[src/rtl/sram_bist_pkg.sv]
// Shared March C- definitions for the single-port SRAM BIST: FSM states,
// march op codes and the element table (op per phase, direction, length).
// Latency: n/a (types and pure functions only). Backpressure: n/a.
//
// Contents:
//   state_e  : BIST controller states
//   op_e     : march op, bit1 = write, bit0 = data value (read expect / write data)
//   elem_e   : March C- element index E0..E5
//   elem_op / elem_last_ph / elem_up / op_is_wr / op_data : element table helpers
package sram_bist_pkg;

   typedef enum logic [1:0] {
      ST_IDLE  = 2'd0,
      ST_RUN   = 2'd1,
      ST_DRAIN = 2'd2,
      ST_DONE  = 2'd3
   } state_e;

   // Encoding chosen so bit1 is the write flag and bit0 the data value.
   typedef enum logic [1:0] {
      OP_R0 = 2'b00,
      OP_R1 = 2'b01,
      OP_W0 = 2'b10,
      OP_W1 = 2'b11
   } op_e;

   // E0 up(w0); E1 up(r0,w1); E2 up(r1,w0); E3 down(r0,w1); E4 down(r1,w0); E5 up(r0)
   typedef enum logic [2:0] {
      EL_E0 = 3'd0,
      EL_E1 = 3'd1,
      EL_E2 = 3'd2,
      EL_E3 = 3'd3,
      EL_E4 = 3'd4,
      EL_E5 = 3'd5
   } elem_e;

   // Op issued by element e in phase ph (ph=0 first op, ph=1 second op).
   function automatic op_e elem_op(input elem_e e, input logic ph);
      op_e op;
      case (e)
         EL_E0:        op = OP_W0;
         EL_E1, EL_E3: op = ph ? OP_W1 : OP_R0;
         EL_E2, EL_E4: op = ph ? OP_W0 : OP_R1;
         default:      op = OP_R0;
      endcase
      return op;
   endfunction

   // Phase index of the last op of an element (single-op elements end at 0).
   function automatic logic elem_last_ph(input elem_e e);
      return !((e == EL_E0) || (e == EL_E5));
   endfunction

   // Address direction: 1 = ascending, 0 = descending.
   function automatic logic elem_up(input elem_e e);
      return !((e == EL_E3) || (e == EL_E4));
   endfunction

   function automatic logic op_is_wr(input op_e op);
      return op[1];
   endfunction

   function automatic logic op_data(input op_e op);
      return op[0];
   endfunction

endpackage

[src/rtl/sram_bist_cmp.sv]
// Read-compare pipeline and fail accumulation for the March BIST.
// Latency: a read issued at edge c is compared against i_dout at edge c+P_RD_LAT.
// Backpressure: none; one read accepted per cycle, i_flush drops reads in flight.
//
// Ports:
//   i_clk, i_rst        : clock, synchronous active-high reset
//   i_clear             : clear fail accumulators (test start)
//   i_flush             : drop all reads in flight (abort)
//   i_rd_vld/exp/addr   : read issued this cycle, its expected bit and address
//   i_dout              : macro read data
//   o_fail_addr/cnt/bits: first failing address, saturating count, OR of fail bits
//   o_clean_nxt         : fail count will be zero after this edge
module sram_bist_cmp
   import sram_bist_pkg::*;
#(
   parameter int P_DATA_WIDTH = 64,
   parameter int P_ADDR_WIDTH = 10,
   parameter int P_RD_LAT     = 1
) (
   input  logic                    i_clk,
   input  logic                    i_rst,
   input  logic                    i_clear,
   input  logic                    i_flush,
   input  logic                    i_rd_vld,
   input  logic                    i_rd_exp,
   input  logic [P_ADDR_WIDTH-1:0] i_rd_addr,
   input  logic [P_DATA_WIDTH-1:0] i_dout,
   output logic [P_ADDR_WIDTH-1:0] o_fail_addr,
   output logic [15:0]             o_fail_cnt,
   output logic [P_DATA_WIDTH-1:0] o_fail_bits,
   output logic                    o_clean_nxt
);

   logic [P_RD_LAT-1:0]                   r_vld;
   logic [P_RD_LAT-1:0]                   r_exp;
   logic [P_RD_LAT-1:0][P_ADDR_WIDTH-1:0] r_adr;

   logic [P_ADDR_WIDTH-1:0] r_fail_addr;
   logic [15:0]             r_fail_cnt;
   logic [P_DATA_WIDTH-1:0] r_fail_bits;

   logic [P_DATA_WIDTH-1:0] w_exp_word;
   logic [P_DATA_WIDTH-1:0] w_diff;
   logic                    w_mis;

   // Oldest stage lines up with the macro output for its read.
   assign w_exp_word = {P_DATA_WIDTH{r_exp[P_RD_LAT-1]}};
   assign w_diff     = i_dout ^ w_exp_word;
   // A compare emerging on the abort edge belongs to the aborted run: drop it.
   assign w_mis      = r_vld[P_RD_LAT-1] && (|w_diff) && !i_flush;

   always_ff @(posedge i_clk) begin
      if (i_rst || i_flush) begin
         r_vld <= '0;
      end else begin
         r_vld[0] <= i_rd_vld;
         for (int i = 1; i < P_RD_LAT; i++) begin
            r_vld[i] <= r_vld[i-1];
         end
      end
   end

   // Payload needs no reset; it is qualified by r_vld.
   always_ff @(posedge i_clk) begin
      r_exp[0] <= i_rd_exp;
      r_adr[0] <= i_rd_addr;
      for (int i = 1; i < P_RD_LAT; i++) begin
         r_exp[i] <= r_exp[i-1];
         r_adr[i] <= r_adr[i-1];
      end
   end

   always_ff @(posedge i_clk) begin
      if (i_rst || i_clear) begin
         r_fail_addr <= '0;
         r_fail_cnt  <= '0;
         r_fail_bits <= '0;
      end else if (w_mis) begin
         // Count saturates, so zero reliably marks "no miscompare yet".
         if (r_fail_cnt == 16'd0) begin
            r_fail_addr <= r_adr[P_RD_LAT-1];
         end
         if (r_fail_cnt != 16'hFFFF) begin
            r_fail_cnt <= r_fail_cnt + 16'd1;
         end
         r_fail_bits <= r_fail_bits | w_diff;
      end
   end

   assign o_fail_addr = r_fail_addr;
   assign o_fail_cnt  = r_fail_cnt;
   assign o_fail_bits = r_fail_bits;
   // Lets the controller latch PASS on the same edge as the final compare.
   assign o_clean_nxt = (r_fail_cnt == 16'd0) && !w_mis;

endmodule

[src/rtl/sram_1p_march_bist.sv]
// March C- BIST controller for a single-port SRAM macro (one op per cycle).
// Latency: START at edge k -> ops k+1..k+10*P_DEPTH, A_DONE in cycle k+10*P_DEPTH+P_RD_LAT+1.
// Backpressure: none; A_START ignored while busy, A_ABORT returns to IDLE next cycle.
//
// Ports:
//   A_CLK, A_RST              : clock, synchronous active-high reset
//   A_START, A_ABORT          : start pulse (IDLE only), abort (any non-IDLE state)
//   A_DOUT                    : macro read data
//   A_BIST_EN/MEN/WEN/REN     : macro BIST port select, enable and strobes
//   A_BIST_ADDR/DIN/BM        : op address, write data, write bit mask
//   A_BUSY, A_DONE, A_PASS    : status (RUN|DRAIN), end pulse, pass level
//   A_FAIL_ADDR/CNT/BITS      : first failing address, miscompare count, failing bits
module sram_1p_march_bist
   import sram_bist_pkg::*;
#(
   parameter int P_DATA_WIDTH = 64,
   parameter int P_ADDR_WIDTH = 10,
   parameter int P_DEPTH      = 2**P_ADDR_WIDTH,
   parameter int P_RD_LAT     = 1
) (
   input  logic                    A_CLK,
   input  logic                    A_RST,
   input  logic                    A_START,
   input  logic                    A_ABORT,
   input  logic [P_DATA_WIDTH-1:0] A_DOUT,
   output logic                    A_BIST_EN,
   output logic                    A_BIST_MEN,
   output logic                    A_BIST_WEN,
   output logic                    A_BIST_REN,
   output logic [P_ADDR_WIDTH-1:0] A_BIST_ADDR,
   output logic [P_DATA_WIDTH-1:0] A_BIST_DIN,
   output logic [P_DATA_WIDTH-1:0] A_BIST_BM,
   output logic                    A_BUSY,
   output logic                    A_DONE,
   output logic                    A_PASS,
   output logic [P_ADDR_WIDTH-1:0] A_FAIL_ADDR,
   output logic [15:0]             A_FAIL_CNT,
   output logic [P_DATA_WIDTH-1:0] A_FAIL_BITS
);

   localparam logic [P_ADDR_WIDTH-1:0] LP_LAST  = P_ADDR_WIDTH'(P_DEPTH - 1);
   localparam logic [P_ADDR_WIDTH-1:0] LP_ONE   = P_ADDR_WIDTH'(1);
   localparam logic [1:0]              LP_DRAIN = 2'(P_RD_LAT - 1);

   // Sequencer: r_elem/r_ph/r_addr describe the op on the macro port this cycle.
   state_e                  r_state;
   elem_e                   r_elem;
   logic                    r_ph;
   logic [P_ADDR_WIDTH-1:0] r_addr;
   logic [1:0]              r_drain_cnt;
   logic                    r_pass;

   op_e                     w_op;
   elem_e                   w_elem_nxt;
   logic                    w_run;
   logic                    w_wr;
   logic                    w_start;
   logic                    w_abort;
   logic                    w_at_end_addr;
   logic                    w_rd_issue;
   logic                    w_clean_nxt;

   assign w_op       = elem_op(r_elem, r_ph);
   assign w_elem_nxt = elem_e'(r_elem + 3'd1);
   assign w_run      = (r_state == ST_RUN);
   assign w_wr       = op_is_wr(w_op);
   assign w_start    = (r_state == ST_IDLE) && A_START;
   // In IDLE, START wins over ABORT because abort is not honoured there at all.
   assign w_abort    = (r_state != ST_IDLE) && A_ABORT;

   // Last address of the current element in its own direction.
   assign w_at_end_addr = elem_up(r_elem) ? (r_addr == LP_LAST) : (r_addr == '0);

   // A read on the abort edge is dropped inside the compare block by i_flush.
   assign w_rd_issue = w_run && !w_wr;

   always_ff @(posedge A_CLK) begin
      if (A_RST) begin
         r_state     <= ST_IDLE;
         r_elem      <= EL_E0;
         r_ph        <= 1'b0;
         r_addr      <= '0;
         r_drain_cnt <= '0;
         r_pass      <= 1'b0;
      end else if (w_start) begin
         r_state <= ST_RUN;
         r_elem  <= EL_E0;
         r_ph    <= 1'b0;
         r_addr  <= '0;
         r_pass  <= 1'b0;
      end else if (w_abort) begin
         // Address and element are left alone so ADDR/DIN hold their last value.
         r_state <= ST_IDLE;
         r_pass  <= 1'b0;
      end else begin
         case (r_state)
            ST_RUN: begin
               if (r_ph != elem_last_ph(r_elem)) begin
                  // Read half done; the write to the same address follows.
                  r_ph <= 1'b1;
               end else begin
                  r_ph <= 1'b0;
                  if (w_at_end_addr) begin
                     if (r_elem == EL_E5) begin
                        r_state     <= ST_DRAIN;
                        r_drain_cnt <= LP_DRAIN;
                     end else begin
                        r_elem <= w_elem_nxt;
                        r_addr <= elem_up(w_elem_nxt) ? '0 : LP_LAST;
                     end
                  end else if (elem_up(r_elem)) begin
                     r_addr <= r_addr + LP_ONE;
                  end else begin
                     r_addr <= r_addr - LP_ONE;
                  end
               end
            end
            ST_DRAIN: begin
               // Exit on the edge where the last read's compare lands.
               if (r_drain_cnt == 2'd0) begin
                  r_state <= ST_DONE;
                  r_pass  <= w_clean_nxt;
               end else begin
                  r_drain_cnt <= r_drain_cnt - 2'd1;
               end
            end
            ST_DONE: begin
               r_state <= ST_IDLE;
            end
            default: begin
               r_state <= ST_IDLE;
            end
         endcase
      end
   end

   sram_bist_cmp #(
      .P_DATA_WIDTH (P_DATA_WIDTH),
      .P_ADDR_WIDTH (P_ADDR_WIDTH),
      .P_RD_LAT     (P_RD_LAT)
   ) u_cmp (
      .i_clk       (A_CLK),
      .i_rst       (A_RST),
      .i_clear     (w_start),
      .i_flush     (w_abort),
      .i_rd_vld    (w_rd_issue),
      .i_rd_exp    (op_data(w_op)),
      .i_rd_addr   (r_addr),
      .i_dout      (A_DOUT),
      .o_fail_addr (A_FAIL_ADDR),
      .o_fail_cnt  (A_FAIL_CNT),
      .o_fail_bits (A_FAIL_BITS),
      .o_clean_nxt (w_clean_nxt)
   );

   assign A_BIST_EN   = (r_state != ST_IDLE);
   assign A_BIST_MEN  = w_run;
   assign A_BIST_WEN  = w_run && w_wr;
   assign A_BIST_REN  = w_run && !w_wr;
   assign A_BIST_ADDR = r_addr;
   // Tracks the op data even on reads; the macro ignores it there.
   assign A_BIST_DIN  = {P_DATA_WIDTH{op_data(w_op)}};
   assign A_BIST_BM   = {P_DATA_WIDTH{w_run && w_wr}};
   assign A_BUSY      = (r_state == ST_RUN) || (r_state == ST_DRAIN);
   assign A_DONE      = (r_state == ST_DONE);
   assign A_PASS      = r_pass;

endmodule

[config.mk]
export PLATFORM = sky130hd
export DESIGN_NAME = sram_1p_march_bist
export DESIGN_NICKNAME = d
export VERILOG_FILES = /design/src/rtl/sram_bist_pkg.sv /design/src/rtl/sram_bist_cmp.sv /design/src/rtl/sram_1p_march_bist.sv
export SDC_FILE = /design/constraint.sdc
export NUM_CORES = 1
export LEC_CHECK = 0
export ABC_AREA = 1
export BUFFER_PORTS_ARGS = -buffer_cell sky130_fd_sc_hd__buf_2
export CAP_MARGIN = 10
export CORE_MARGIN = 1
export CORE_UTILIZATION = 48
export CTS_CLUSTER_DIAMETER = 100
export DETAILED_ROUTE_END_ITERATION = 7
export PLACE_DENSITY = 0.81
export SETUP_SLACK_MARGIN = 0.3
export SLEW_MARGIN = 25
export SYNTH_ARGS = -nofsm -noshare
export SYNTH_HDL_FRONTEND = slang
export SYNTH_HIERARCHICAL = 1
export SYNTH_SLANG_ARGS = --single-unit
[constraint.sdc]
create_clock -name A_CLK -period 15.3 [get_ports A_CLK]
set_input_delay 0.765 -clock A_CLK [delete_from_list [all_inputs] [get_ports A_CLK]]
set_output_delay 0.765 -clock A_CLK [all_outputs]
set_load 0.005 [all_outputs]
==> summary.md <==
## Outcome
• outcome: complete, no violations

## Route
• post-DR vias/cell: 4.75
• first drt pass iteration count: 6
• final routed DRC violation total: 0
• Routed WL per cell: 12.2 um
• DRT antenna net count: 0
• number of vias in the routed layout: 8087
• number of DRC markers in iteration 0: 587
• wire length after detailed routing: 20800 um

## GRT
• global-route wire length before repair: 33000 um
• via count of the first global-routing pass: 7047
• all-layer global routing usage: 23.3%
• global route overflow: 0
• largest net degree at the start of global routing: 107
• number of antenna violations at the first check in global routing: 1

## Clocking
• CTS H-tree lvls: 4
• total of cells resized after clock tree synthesis: 0
• maximum buffer depth of the clock tree: 2
• clock-pin transition on the worst setup and hold timing paths: 0.06 ns
• worst skew pair latency: 0.42 ns
• clock root buffer master: sky130_fd_sc_hd__clkbuf_16
• clock sink count: 121
• post-CTS setup-driven buffer insertion count: 0
• CTS Hold Bufs: 0
• Inserted Clock Buffers: 17
• TritonCTS clock tree: built

## Critical path
• kind of launch point of the worst setup path: register
• CP required: 15.62 ns
• number of cells on the critical path: 14
• top fanout value on the critical path: 106
• Critical R2R Launch: u_cmp/r_exp
• R2R Path End: u_cmp/o_fail_addr[0]
• critical path capture point type: register
• highest cell delay on the worst timing path: 0.54 ns
• Critical path destination: u_cmp/o_fail_addr[0]
• CP Buf/Inv Count: 3
• cells traversed along the worst timing path: buf_4, inv_2, nand2_1, nand2_1, nor2_1, nand2_1, nor2_1, nand2_1, nor2_1, nand2_8, nand3_2, nand2_1, inv_1, nor2_1
• slowest cell on the critical path: sky130_fd_sc_hd__buf_4
• crit path kind: register to register
• flop-to-flop setup slack: 11.71 ns
• r2r worst-path depth: 14
• timing startpoint of the critical path: u_cmp/r_exp
• CP Data Arrival Time: 3.90 ns
• Crit path max-delay family: simple AND/OR/NAND/NOR gates
• most common cell type on the critical path: sky130_fd_sc_hd__nand2_1

## Synth
• Yosys warning count: 6
• leading post-synthesis cells by instance count: sky130_fd_sc_hd__nand2_1 (348), sky130_fd_sc_hd__inv_1 (239), sky130_fd_sc_hd__nor2_1 (152)
• most frequently used flop master after synthesis: sky130_fd_sc_hd__dfxtp_1
• synthesized net count: 1405
• most frequent cell after synthesis: sky130_fd_sc_hd__nand2_1
• Area contributors post-synth: sky130_fd_sc_hd__dfxtp_1 (30%), sky130_fd_sc_hd__nand2_1 (16%), sky130_fd_sc_hd__buf_4 (12%), sky130_fd_sc_hd__inv_1 (11%), sky130_fd_sc_hd__nor2_1 (7.0%)
• synthesized instance count: 1315
• Yosys top cell by area: sky130_fd_sc_hd__dfxtp_1
• area of the mapped netlist: 0.00816 sq mm
• number of synthesized flops with an enable pin: 0
• share of synthesized registers carrying an async set or reset: 0%
• syn avg cell area: 6.20 sq um
• share of the yosys chip area belonging to registers: 29.7%
• fraction of post-synthesis cell area in the top cell type by area: 29.7%
• number of distinct standard cells referenced by the synthesized netlist: 37
• FF+latch count, synth: 121

## Place
• instance area at placement: 0.00884 sq mm
• Port Buf Inserts: 302
• total half-perimeter wirelength after legalization and detailed placement: 14800 um
• RePlAce Congestion: 0.884
• placed cell count: 1668

## Finish
• final standard cell area without fillers: 0.00948 sq mm
• final-stage net count: 1558
• fraction of layout instances using a drive strength above 1: 24.8%
• growth of design area from synthesis to finish: 16.3%
• Post-Route Utilization: 57.2%
• filler-free cell count of the finished design: 1702

## STA
• number of setup violations in the final report: 0
• final max-slew violation count: 0
• shortest clock period the worst path allows after layout: 3.59 ns
• top achievable clock speed: 0.279 GHz
• Period Utilization, post-route: 23.4%
• actual slew at the worst max-slew pin: 0.841 ns
• count of final hold-check violations: 0
• Worst Skew: 0.0124 ns
• slew margin rel.: 43.8%
• Setup Total Neg Slack: 0 ns
• setup repair after global routing missed its margin: no

## Pwr
• clock group share of total power: 36.3%
• proportion of power drawn by flip-flops and latches: 32.5%
• Internal Pwr Total: 0.727 mW
• power per cell area: 116 mW/mm^2
• Net Sw Frac: 33.8%
• combinational share of power: 31.2%
• P_sw: 0.370 mW
• Worst IR Drop VDD: 0.118 mV
• Pwr Total: 1.10 mW
• leakage power of the design: 5.25 nW

## Floorplanning
• total core area: 0.0166 sq mm
• number of placement rows: 47
• DIE WIDTH: 132 um
• count of boundary I/O pins: 303
• area of the die: 0.0175 sq mm
• y dimension of the die: 132 um
• effective utilization at floorplan: 49.2%

## Hold path
• class of the tightest hold or removal check: register to register
• worst hold start: A_BIST_ADDR[7]

## Flow run
• # Max-Cap Violations: 0

-- worst register-to-register path: cells and delay by family (launching register included) --
kind                   cells  cell delay (ns)
buffers and inverters      3             1.17
flip-flops                 1             0.31
AND/OR/NAND/NOR           11             2.00
-- power by group through the flow --
stage          combinational [mW]  sequential (mW)  clock [mW]
2_1_floorplan               0.330            0.355           0
3_3_place_gp                0.334            0.362           0
3_5_place_dp                0.341            0.362           0
4_1_cts                     0.345            0.356       0.405
5_1_grt                     0.386            0.359       0.422
6_report                    0.342            0.357       0.398
-- layout by cell type, fill, tap and decap left out, types with 3 or more instances in the layout --
master,Yosys,layout
sky130_fd_sc_hd__clkbuf_16,0,17
sky130_fd_sc_hd__ha_1,21,21
sky130_fd_sc_hd__a21oi_1,73,73
sky130_fd_sc_hd__inv_2,5,4
sky130_fd_sc_hd__or2_2,4,4
sky130_fd_sc_hd__o21ai_0,5,4
sky130_fd_sc_hd__clkinvlp_4,0,3
sky130_fd_sc_hd__nor3_1,3,3
sky130_fd_sc_hd__nand2_1,348,348
sky130_fd_sc_hd__xnor2_1,3,3
sky130_fd_sc_hd__nand3_2,3,3
sky130_fd_sc_hd__dfxtp_1,121,120
sky130_fd_sc_hd__clkinv_4,0,3
sky130_fd_sc_hd__nand4_1,35,35
sky130_fd_sc_hd__nand2_4,5,5
sky130_fd_sc_hd__nand3_1,97,97
sky130_fd_sc_hd__xor2_1,10,10
sky130_fd_sc_hd__clkbuf_8,0,3
sky130_fd_sc_hd__inv_1,239,239
sky130_fd_sc_hd__clkinv_2,0,3
sky130_fd_sc_hd__nor2_1,152,149
sky130_fd_sc_hd__buf_2,13,302
-- state kept, by name (all words and copies together), names as in the netlist --
name	flops
u_cmp/r_vld	1
u_cmp/r_adr	10
u_cmp/o_fail_addr	10
r_state	2
r_ph	1
r_elem	3
A_BIST_ADDR	10
A_PASS	1
u_cmp/o_fail_cnt	16
u_cmp/o_fail_bits	64
u_cmp/r_exp	1
r_drain_cnt	2
-- worst min-delay path by stage --
stage          slack [ns]  cells after the start        endpoint
3_3_place_gp         0.41                      0  u_cmp/r_adr[7]
6_report             0.42                      0  u_cmp/r_adr[7]
4_1_cts              0.42                      0  u_cmp/r_adr[7]
3_5_place_dp         0.42                      0  u_cmp/r_adr[7]
2_1_floorplan        0.36                      0  u_cmp/r_adr[0]
5_1_grt              0.43                      0  u_cmp/r_adr[7]
-- metal layers --
metal | track usage (%) | vias up | share of wire [%]
met5 | 0 | - | 0
met4 | 11.3 | 0 | 2.7
met3 | 4.73 | 36 | 6.8
met2 | 39.8 | 358 | 48
met1 | 27.9 | 3543 | 42
li1 | - | 4150 | -
-- cells by family (layout without fill, tap and decap cells) --
logic type / after synthesis / count (layout) / synth area share, %
adder cells (fa/ha/maj): 22 / 22 / 3.47
flip-flops: 121 / 121 / 29.7
XOR/XNOR: 13 / 13 / 1.40
AO/OA/AOI/OAI: 85 / 85 / 5.42
other: 0 / 1 / 0
AND/OR/NAND/NOR: 658 / 658 / 34.5
buffers and inverters: 416 / 582 / 25.6
-- through the flow --
stage | hold slack, ns | worst slack, ns
after floorplan | 0.364 | 9.77
after global placement | 0.413 | 11.74
after detailed placement | 0.415 | 11.63
after CTS | 0.423 | 11.59
after global routing | 0.434 | 11.39
final | 0.422 | 11.71
-- layout make-up --
cell class	count	area [sq um]
Clock buffer	22	474
Clock inverter	10	119
Multi-Input combinational cell	778	3710
Antenna cell	1	2.50
Timing Repair Buffer	306	1570
Sequential cell	121	2420
Inverter	244	917
Fill cell	1596	7100
Tap cell	220	275
Power figures use the tool's default switching activity.
